<file path="config.mk">
export PLATFORM = sky130hd
export DESIGN_NAME = disp_sched
export DESIGN_NICKNAME = d
export VERILOG_FILES = /design/src/rtl/disp_sched_pkg.sv /design/src/rtl/disp_prio_enc.sv /design/src/rtl/disp_sched.sv
export SDC_FILE = /design/constraint.sdc
export NUM_CORES = 1
export LEC_CHECK = 0
export ABC_AREA = 1
export CAP_MARGIN = 20
export CORE_UTILIZATION = 55
export DETAILED_ROUTE_END_ITERATION = 10
export HOLD_SLACK_MARGIN = 0.08
export PLACE_DENSITY = 0.86
export SLEW_MARGIN = 20
export SYNTH_ARGS = -nofsm -noshare
export SYNTH_HDL_FRONTEND = slang
export SYNTH_SLANG_ARGS = --single-unit
</file>
<file path="constraint.sdc">
create_clock -name Clk -period 3.5 [get_ports Clk]
set_input_delay 0.525 -clock Clk [delete_from_list [all_inputs] [get_ports Clk]]
set_output_delay 0.525 -clock Clk [all_outputs]
set_load 0.01 [all_outputs]
</file>
<file path="src/rtl/disp_sched_pkg.sv">
// ----------------------------------------------------------------------------
// disp_sched_pkg
// Shared definitions for the display scheduler slice: display word width,
// FSM state encodings and ms-to-cycles / counter-width helpers.
// No ports (package).
// ----------------------------------------------------------------------------
package disp_sched_pkg;

    localparam int DISP_W = 16;

    localparam logic [1:0] ST_IDLE   = 2'd0;
    localparam logic [1:0] ST_LOCKED = 2'd1;
    localparam logic [1:0] ST_OPEN   = 2'd2;

    function automatic int ms_to_cyc(input int clk_hz, input int ms);
        return clk_hz / 1000 * ms;
    endfunction

    // Down-counter width for a count of n cycles; never narrower than 1 bit.
    function automatic int cnt_w(input int n);
        return (n > 1) ? $clog2(n) : 1;
    endfunction

endpackage

</file>
<file path="src/rtl/disp_prio_enc.sv">
// ----------------------------------------------------------------------------
// disp_prio_enc
// Combinational fixed-priority encoder, lowest set index wins.
// Ports:
//   req    in   N   request vector
//   onehot out  N   one-hot winner, zero when no request
//   valid  out  1   any request set
// ----------------------------------------------------------------------------
module disp_prio_enc #(
    parameter int N = 3
) (
    input  logic [N-1:0] req,
    output logic [N-1:0] onehot,
    output logic         valid
);

    // Two's-complement trick isolates the lowest set bit.
    assign onehot = req & (~req + N'(1));
    assign valid  = |req;

endmodule

</file>
<file path="src/rtl/disp_sched.sv">
// ----------------------------------------------------------------------------
// disp_sched
// Schedules ownership of the 4-digit 7-seg display between NREQ requesters.
// Fixed priority (index 0 highest) with a minimum visible hold time, so a
// value is never flashed too briefly. Feeds disp_data/disp_en to the scanner.
//
// Optional feature macro: DISP_BLINK_EN (owner blink bit toggles disp_en
// every BLINK_CYC cycles). Without it, blink is ignored and disp_en = busy.
//
// Ports:
//   Clk        in   1        clock
//   Rst_n      in   1        async active-low reset
//   req        in   NREQ     level requests
//   req_data   in   16*NREQ  requester k data at [16k+15:16k]
//   blink      in   NREQ     per-requester blink request
//   gnt        out  NREQ     one-hot owner, zero when idle
//   disp_data  out  16       registered display data
//   disp_en    out  1        registered scanner enable
//   busy       out  1        |gnt
//
// state  | meaning
// IDLE   | nobody owns the display
// LOCKED | owner fixed, hold timer running
// OPEN   | hold expired, owner may be replaced or preempted
// ----------------------------------------------------------------------------
module disp_sched
    import disp_sched_pkg::*;
#(
    parameter int              CLK_HZ    = 50_000_000,
    parameter int              NREQ      = 3,
    parameter int              HOLD_MS   = 500,
    parameter logic [DISP_W-1:0] IDLE_DATA = 16'h0000,
    parameter int              BLINK_MS  = 250
) (
    input  logic                   Clk,
    input  logic                   Rst_n,
    input  logic [NREQ-1:0]        req,
    input  logic [DISP_W*NREQ-1:0] req_data,
    input  logic [NREQ-1:0]        blink,
    output logic [NREQ-1:0]        gnt,
    output logic [DISP_W-1:0]      disp_data,
    output logic                   disp_en,
    output logic                   busy
);

    localparam int HOLD_CYC  = ms_to_cyc(CLK_HZ, HOLD_MS);
    localparam int BLINK_CYC = ms_to_cyc(CLK_HZ, BLINK_MS);
    localparam int TW        = cnt_w(HOLD_CYC);
    localparam logic [TW-1:0] HOLD_LOAD = TW'(HOLD_CYC - 1);

    logic [1:0]        state_q, state_d;
    logic [NREQ-1:0]   gnt_q, gnt_d;
    logic [DISP_W-1:0] data_q, data_d;
    logic [TW-1:0]     timer_q, timer_d;
    logic              en_q, en_d;

    logic [NREQ-1:0]   all_oh, hi_oh, req_hi;
    logic              all_valid, hi_valid;
    logic [DISP_W-1:0] data_all, data_hi, data_own;
    logic              owner_req;
    logic              open_eval;
    logic              grant_new;

    // Bits below the owner's index are the higher-priority requesters.
    assign req_hi = req & (gnt_q - NREQ'(1));

    disp_prio_enc #(.N(NREQ)) u_enc_all (
        .req    (req),
        .onehot (all_oh),
        .valid  (all_valid)
    );

    disp_prio_enc #(.N(NREQ)) u_enc_hi (
        .req    (req_hi),
        .onehot (hi_oh),
        .valid  (hi_valid)
    );

    always_comb begin
        data_all = '0;
        data_hi  = '0;
        data_own = '0;
        for (int k = 0; k < NREQ; k++) begin
            if (all_oh[k]) data_all |= req_data[k*DISP_W +: DISP_W];
            if (hi_oh[k])  data_hi  |= req_data[k*DISP_W +: DISP_W];
            if (gnt_q[k])  data_own |= req_data[k*DISP_W +: DISP_W];
        end
    end

    assign owner_req = |(req & gnt_q);

    always_comb begin
        state_d   = state_q;
        gnt_d     = gnt_q;
        data_d    = data_q;
        timer_d   = timer_q;
        open_eval = 1'b0;
        grant_new = 1'b0;

        case (state_q)
            ST_IDLE: begin
                if (all_valid) begin
                    gnt_d     = all_oh;
                    data_d    = data_all;
                    timer_d   = HOLD_LOAD;
                    state_d   = ST_LOCKED;
                    grant_new = 1'b1;
                end
            end
            ST_LOCKED: begin
                // A dropped owner leaves the last value frozen on screen.
                if (owner_req) data_d = data_own;
                if (timer_q != '0) timer_d = timer_q - TW'(1);
                else               open_eval = 1'b1;
            end
            ST_OPEN: begin
                open_eval = 1'b1;
            end
            default: begin
                state_d = ST_IDLE;
                gnt_d   = '0;
                data_d  = IDLE_DATA;
                timer_d = '0;
            end
        endcase

        // Expiry and OPEN share one decision so the owner is visible for
        // exactly HOLD_CYC cycles when it is replaced at first opportunity.
        if (open_eval) begin
            if (!owner_req) begin
                if (all_valid) begin
                    gnt_d     = all_oh;
                    data_d    = data_all;
                    timer_d   = HOLD_LOAD;
                    state_d   = ST_LOCKED;
                    grant_new = 1'b1;
                end else begin
                    gnt_d   = '0;
                    data_d  = IDLE_DATA;
                    state_d = ST_IDLE;
                end
            end else if (hi_valid) begin
                gnt_d     = hi_oh;
                data_d    = data_hi;
                timer_d   = HOLD_LOAD;
                state_d   = ST_LOCKED;
                grant_new = 1'b1;
            end else begin
                data_d  = data_own;
                state_d = ST_OPEN;
            end
        end
    end

`ifdef DISP_BLINK_EN
    localparam int BW = cnt_w(BLINK_CYC);
    localparam logic [BW-1:0] BLINK_LOAD = BW'(BLINK_CYC - 1);

    logic          phase_q, phase_d;
    logic [BW-1:0] bcnt_q, bcnt_d;
    logic          blink_own;

    assign blink_own = |(blink & gnt_q);

    always_comb begin
        phase_d = phase_q;
        bcnt_d  = bcnt_q;
        if (grant_new) begin
            phase_d = 1'b1;
            bcnt_d  = BLINK_LOAD;
        end else if (blink_own) begin
            if (bcnt_q == '0) begin
                phase_d = ~phase_q;
                bcnt_d  = BLINK_LOAD;
            end else begin
                bcnt_d  = bcnt_q - BW'(1);
            end
        end else begin
            phase_d = 1'b1;
            bcnt_d  = BLINK_LOAD;
        end
        en_d = (|gnt_d) & phase_d;
    end

    always_ff @(posedge Clk or negedge Rst_n) begin
        if (!Rst_n) begin
            phase_q <= 1'b1;
            bcnt_q  <= BLINK_LOAD;
        end else begin
            phase_q <= phase_d;
            bcnt_q  <= bcnt_d;
        end
    end
`else
    logic unused_blink;
    assign unused_blink = ^{blink, grant_new, 32'(BLINK_CYC)};
    assign en_d = |gnt_d;
`endif

    always_ff @(posedge Clk or negedge Rst_n) begin
        if (!Rst_n) begin
            state_q <= ST_IDLE;
            gnt_q   <= '0;
            data_q  <= IDLE_DATA;
            timer_q <= '0;
            en_q    <= 1'b0;
        end else begin
            state_q <= state_d;
            gnt_q   <= gnt_d;
            data_q  <= data_d;
            timer_q <= timer_d;
            en_q    <= en_d;
        end
    end

    assign gnt       = gnt_q;
    assign disp_data = data_q;
    assign disp_en   = en_q;
    assign busy      = |gnt_q;

endmodule

</file>
==> results.sh <==
export IMPL_power_leakage_nw=2.50
export IMPL_drt_first_pass_iters=6
export IMPL_netlist_area_mm2=0.00452
export IMPL_gp_congestion=0.956
export IMPL_ys_flop_type="dfrtp_1"
export IMPL_tns_ns=0
export IMPL_synth_yosys_seq_area_share_pct=26.0
export IMPL_overflow=0
export IMPL_drt_initial_drc_count=499
export IMPL_syn_inst=707
export IMPL_clkSlewWorstSetupHoldPaths_ns=0.10
export IMPL_grt_max_degree=52
export IMPL_start_util_pct=57.6
export IMPL_critical_path_class="in -> reg"
export IMPL_rrSetupSlack_ns=0.75
export IMPL_avgSynthCellArea_um2=6.40
export IMPL_drt_total_wl_mm=14.6
export IMPL_nNetsFinal=820
export IMPL_setup_violations=0
export IMPL_hold_viol=0
export IMPL_synth_seq_cells=47
export IMPL_status="complete, no violations"
export IMPL_die_w_um=92.7
export IMPL_final_util_pct=68.2
export IMPL_synth_edff_count=0
export IMPL_crit_required_ns=3.68
export IMPL_ctsLongestPathBuffers=2
export IMPL_layout_drive_gt1_share_pct=5.67
export IMPL_end_kind="flip-flop"
export IMPL_cts_hold_buf=0
export IMPL_synthesis_nets=770
export IMPL_io_buffers=73
export IMPL_max_vdd_ir_drop_mv=0.372
export IMPL_groute_usage_overall_pct=34.1
export IMPL_crit_start="req[0]"
export IMPL_grt_pass1_wl_mm=23.8
export IMPL_maxCapViolations=0
export IMPL_synth_cell_types=40
export IMPL_period_needed_ns=2.82
export IMPL_diodes=0
export IMPL_ant_nets=0
export IMPL_fin_skew_ns=0.0157
export IMPL_slew_headroom_pct=40.4
export IMPL_numCtsBuffers=5
export IMPL_yosys_warnings=0
export IMPL_min_path_type="in -> async"
export IMPL_coreArea_mm2=0.00785
export IMPL_hpwl_mm=10.2
export IMPL_synthArstFlopShare_pct=100
export IMPL_drc_errors=0
export IMPL_timing_fmax_ghz=0.355
export IMPL_grt_pass1_vias=5135
export IMPL_powerDensity_mw_per_mm2=684
export IMPL_rr_startpoint="gnt[1]"
export IMPL_rsz0062_at_grt="no"
export IMPL_drv_slew=0
export IMPL_ctsResizeCount=0
export IMPL_worstPathArrival_ns=3.00
export IMPL_cts_setup_buffers=0
export IMPL_vias=5453
export IMPL_r2r_cells=11
export IMPL_wl_per_cell_um=17.0
export IMPL_area_growth_pct=18.4
export IMPL_clkLatencyLatePin_ns=0.31
export IMPL_die_height_um=92.7
export IMPL_cts_max_level=2
export IMPL_antenna_found_initial=0
export IMPL_worst_slew_pin_slew_ns=0.895
export IMPL_placementRows=32
export IMPL_cts_tree="built"
export IMPL_startpoint_type="input port"
export IMPL_hold_ws_ns=0.244
export IMPL_via_per_inst=6.34
export IMPL_ioPinCount=77
export IMPL_worstPathMaxFanout=32
export IMPL_die_area_mm2=0.00859
export IMPL_clockRootBuffer="clkbuf_8"
export IMPL_finalCritPeriodShare_pct=80.5
export IMPL_rr_endpoint="disp_data[3]"
export IMPL_cts_sinks=47
## per-stage QoR
| stage | cell area, um2 | instances | setup WS, ns | total power [mW] |
|---|---|---|---|---|
| floorplan | 4520 | 707 | 1.36 | 2.48 |
| global placement | 5270 | 852 | 0.533 | 3.15 |
| detailed placement | 5270 | 852 | 0.488 | 3.25 |
| CTS | 5350 | 860 | 0.817 | 3.60 |
| global route | 5360 | 860 | 0.584 | 3.92 |
| finish | 5360 | 860 | 0.683 | 3.66 |
## worst max-delay path: stages
cell	delay, ns
clkdlybuf4s50_1	0.62
nand2_2	0.41
o21ai_1	0.17
inv_2	0.32
nand2_1	0.10
buf_4	0.25
o21ai_0	0.29
a21oi_1	0.08
o21bai_1	0.14
nand3_1	0.09
## layer usage
layer  vias to the layer above  part of all wire, %  GRT usage [%]
li1                       2519                    -              -
met1                      2503                   39           41.8
met2                       367                   48           60.4
met3                        64                   10           4.93
met4                         0                  2.9           12.7
met5                         -                    0              0
## power breakdown
part	total (mW)	switching (mW)	internal, mW	leakage (nW)
logic	2.41	1.51	0.900	1.89
registers	0.908	0.174	0.734	0.568
clock network	0.346	0.205	0.141	0.0412
total	3.66	1.89	1.77	2.50
## kinds of logic (layout without fill, tap and decap cells)
group,count (synthesis),count (layout),share of synthesized area [%]
AND/OR/NAND/NOR,364,364,36.5
buffers and inverters,112,163,10.2
flip-flops,47,47,26.0
AO/OA/AOI/OAI,173,173,24.6
adder cells (fa/ha/maj),7,7,1.94
XOR/XNOR,4,4,0.775
## cell usage after synthesis (3+ instances only)
cell type / number / share of area [%]
a21o_1: 3 / 0.50
a21oi_1: 45 / 5.0
a22oi_1: 17 / 2.8
and2_1: 14 / 1.9
buf_1: 3 / 0.25
buf_2: 16 / 1.8
clkbuf_1: 18 / 1.5
dfrtp_1: 47 / 26
ha_1: 7 / 1.9
inv_1: 65 / 5.4
inv_2: 4 / 0.33
nand2_1: 171 / 14
nand2_2: 4 / 0.55
nand3_1: 75 / 8.3
nand4_1: 21 / 2.9
nor2_1: 62 / 5.1
nor2_4: 3 / 0.75
nor3_1: 4 / 0.44
o211ai_1: 26 / 4.3
o21ai_0: 26 / 2.9
o21ai_1: 6 / 0.66
o21bai_1: 15 / 2.5
o221ai_1: 14 / 2.7
o22ai_1: 14 / 1.9
or2_2: 4 / 0.55
xor2_1: 4 / 0.77
## final cells by class
cell class / count / area, um2
inverter: 71 / 267
multi-input combinational: 548 / 2890
clock buffer: 6 / 72.6
fill: 723 / 2490
sequential: 47 / 1180
tap: 102 / 128
clock inverter: 2 / 12.5
timing repair buffer: 84 / 811
## sequential cells by signal, summed over array words and instances (netlist names)
signal     cells
timer_q       25
disp_data     16
gnt            3
state_q        2
disp_en        1
## worst max path at each step
stage               endpoint  cells after the start
2_1_floorplan  disp_data[11]                     11
6_report        disp_data[3]                     10
5_1_grt          timer_q[23]                      8
3_5_place_dp     timer_q[23]                      8
3_3_place_gp      timer_q[7]                      8
4_1_cts           timer_q[9]                      8
## cell usage in the layout, fill, tap and decap left out, types with 3 or more instances in the layout
master,instances
clkdlybuf4s50_1,72
nor2_1,62
o221ai_1,14
a21o_1,3
xor2_1,4
a22oi_1,17
nand4_1,21
nand3_1,75
o22ai_1,14
o21ai_0,26
nor3_1,4
buf_4,12
dfrtp_1,47
clkbuf_8,5
and2_1,14
ha_1,7
o211ai_1,26
o21ai_1,6
nand2_1,171
a21oi_1,45
inv_2,4
inv_1,65
nand2_2,4
or2_2,4
o21bai_1,14
nor2_4,3
(Power assumes the default switching activity.)
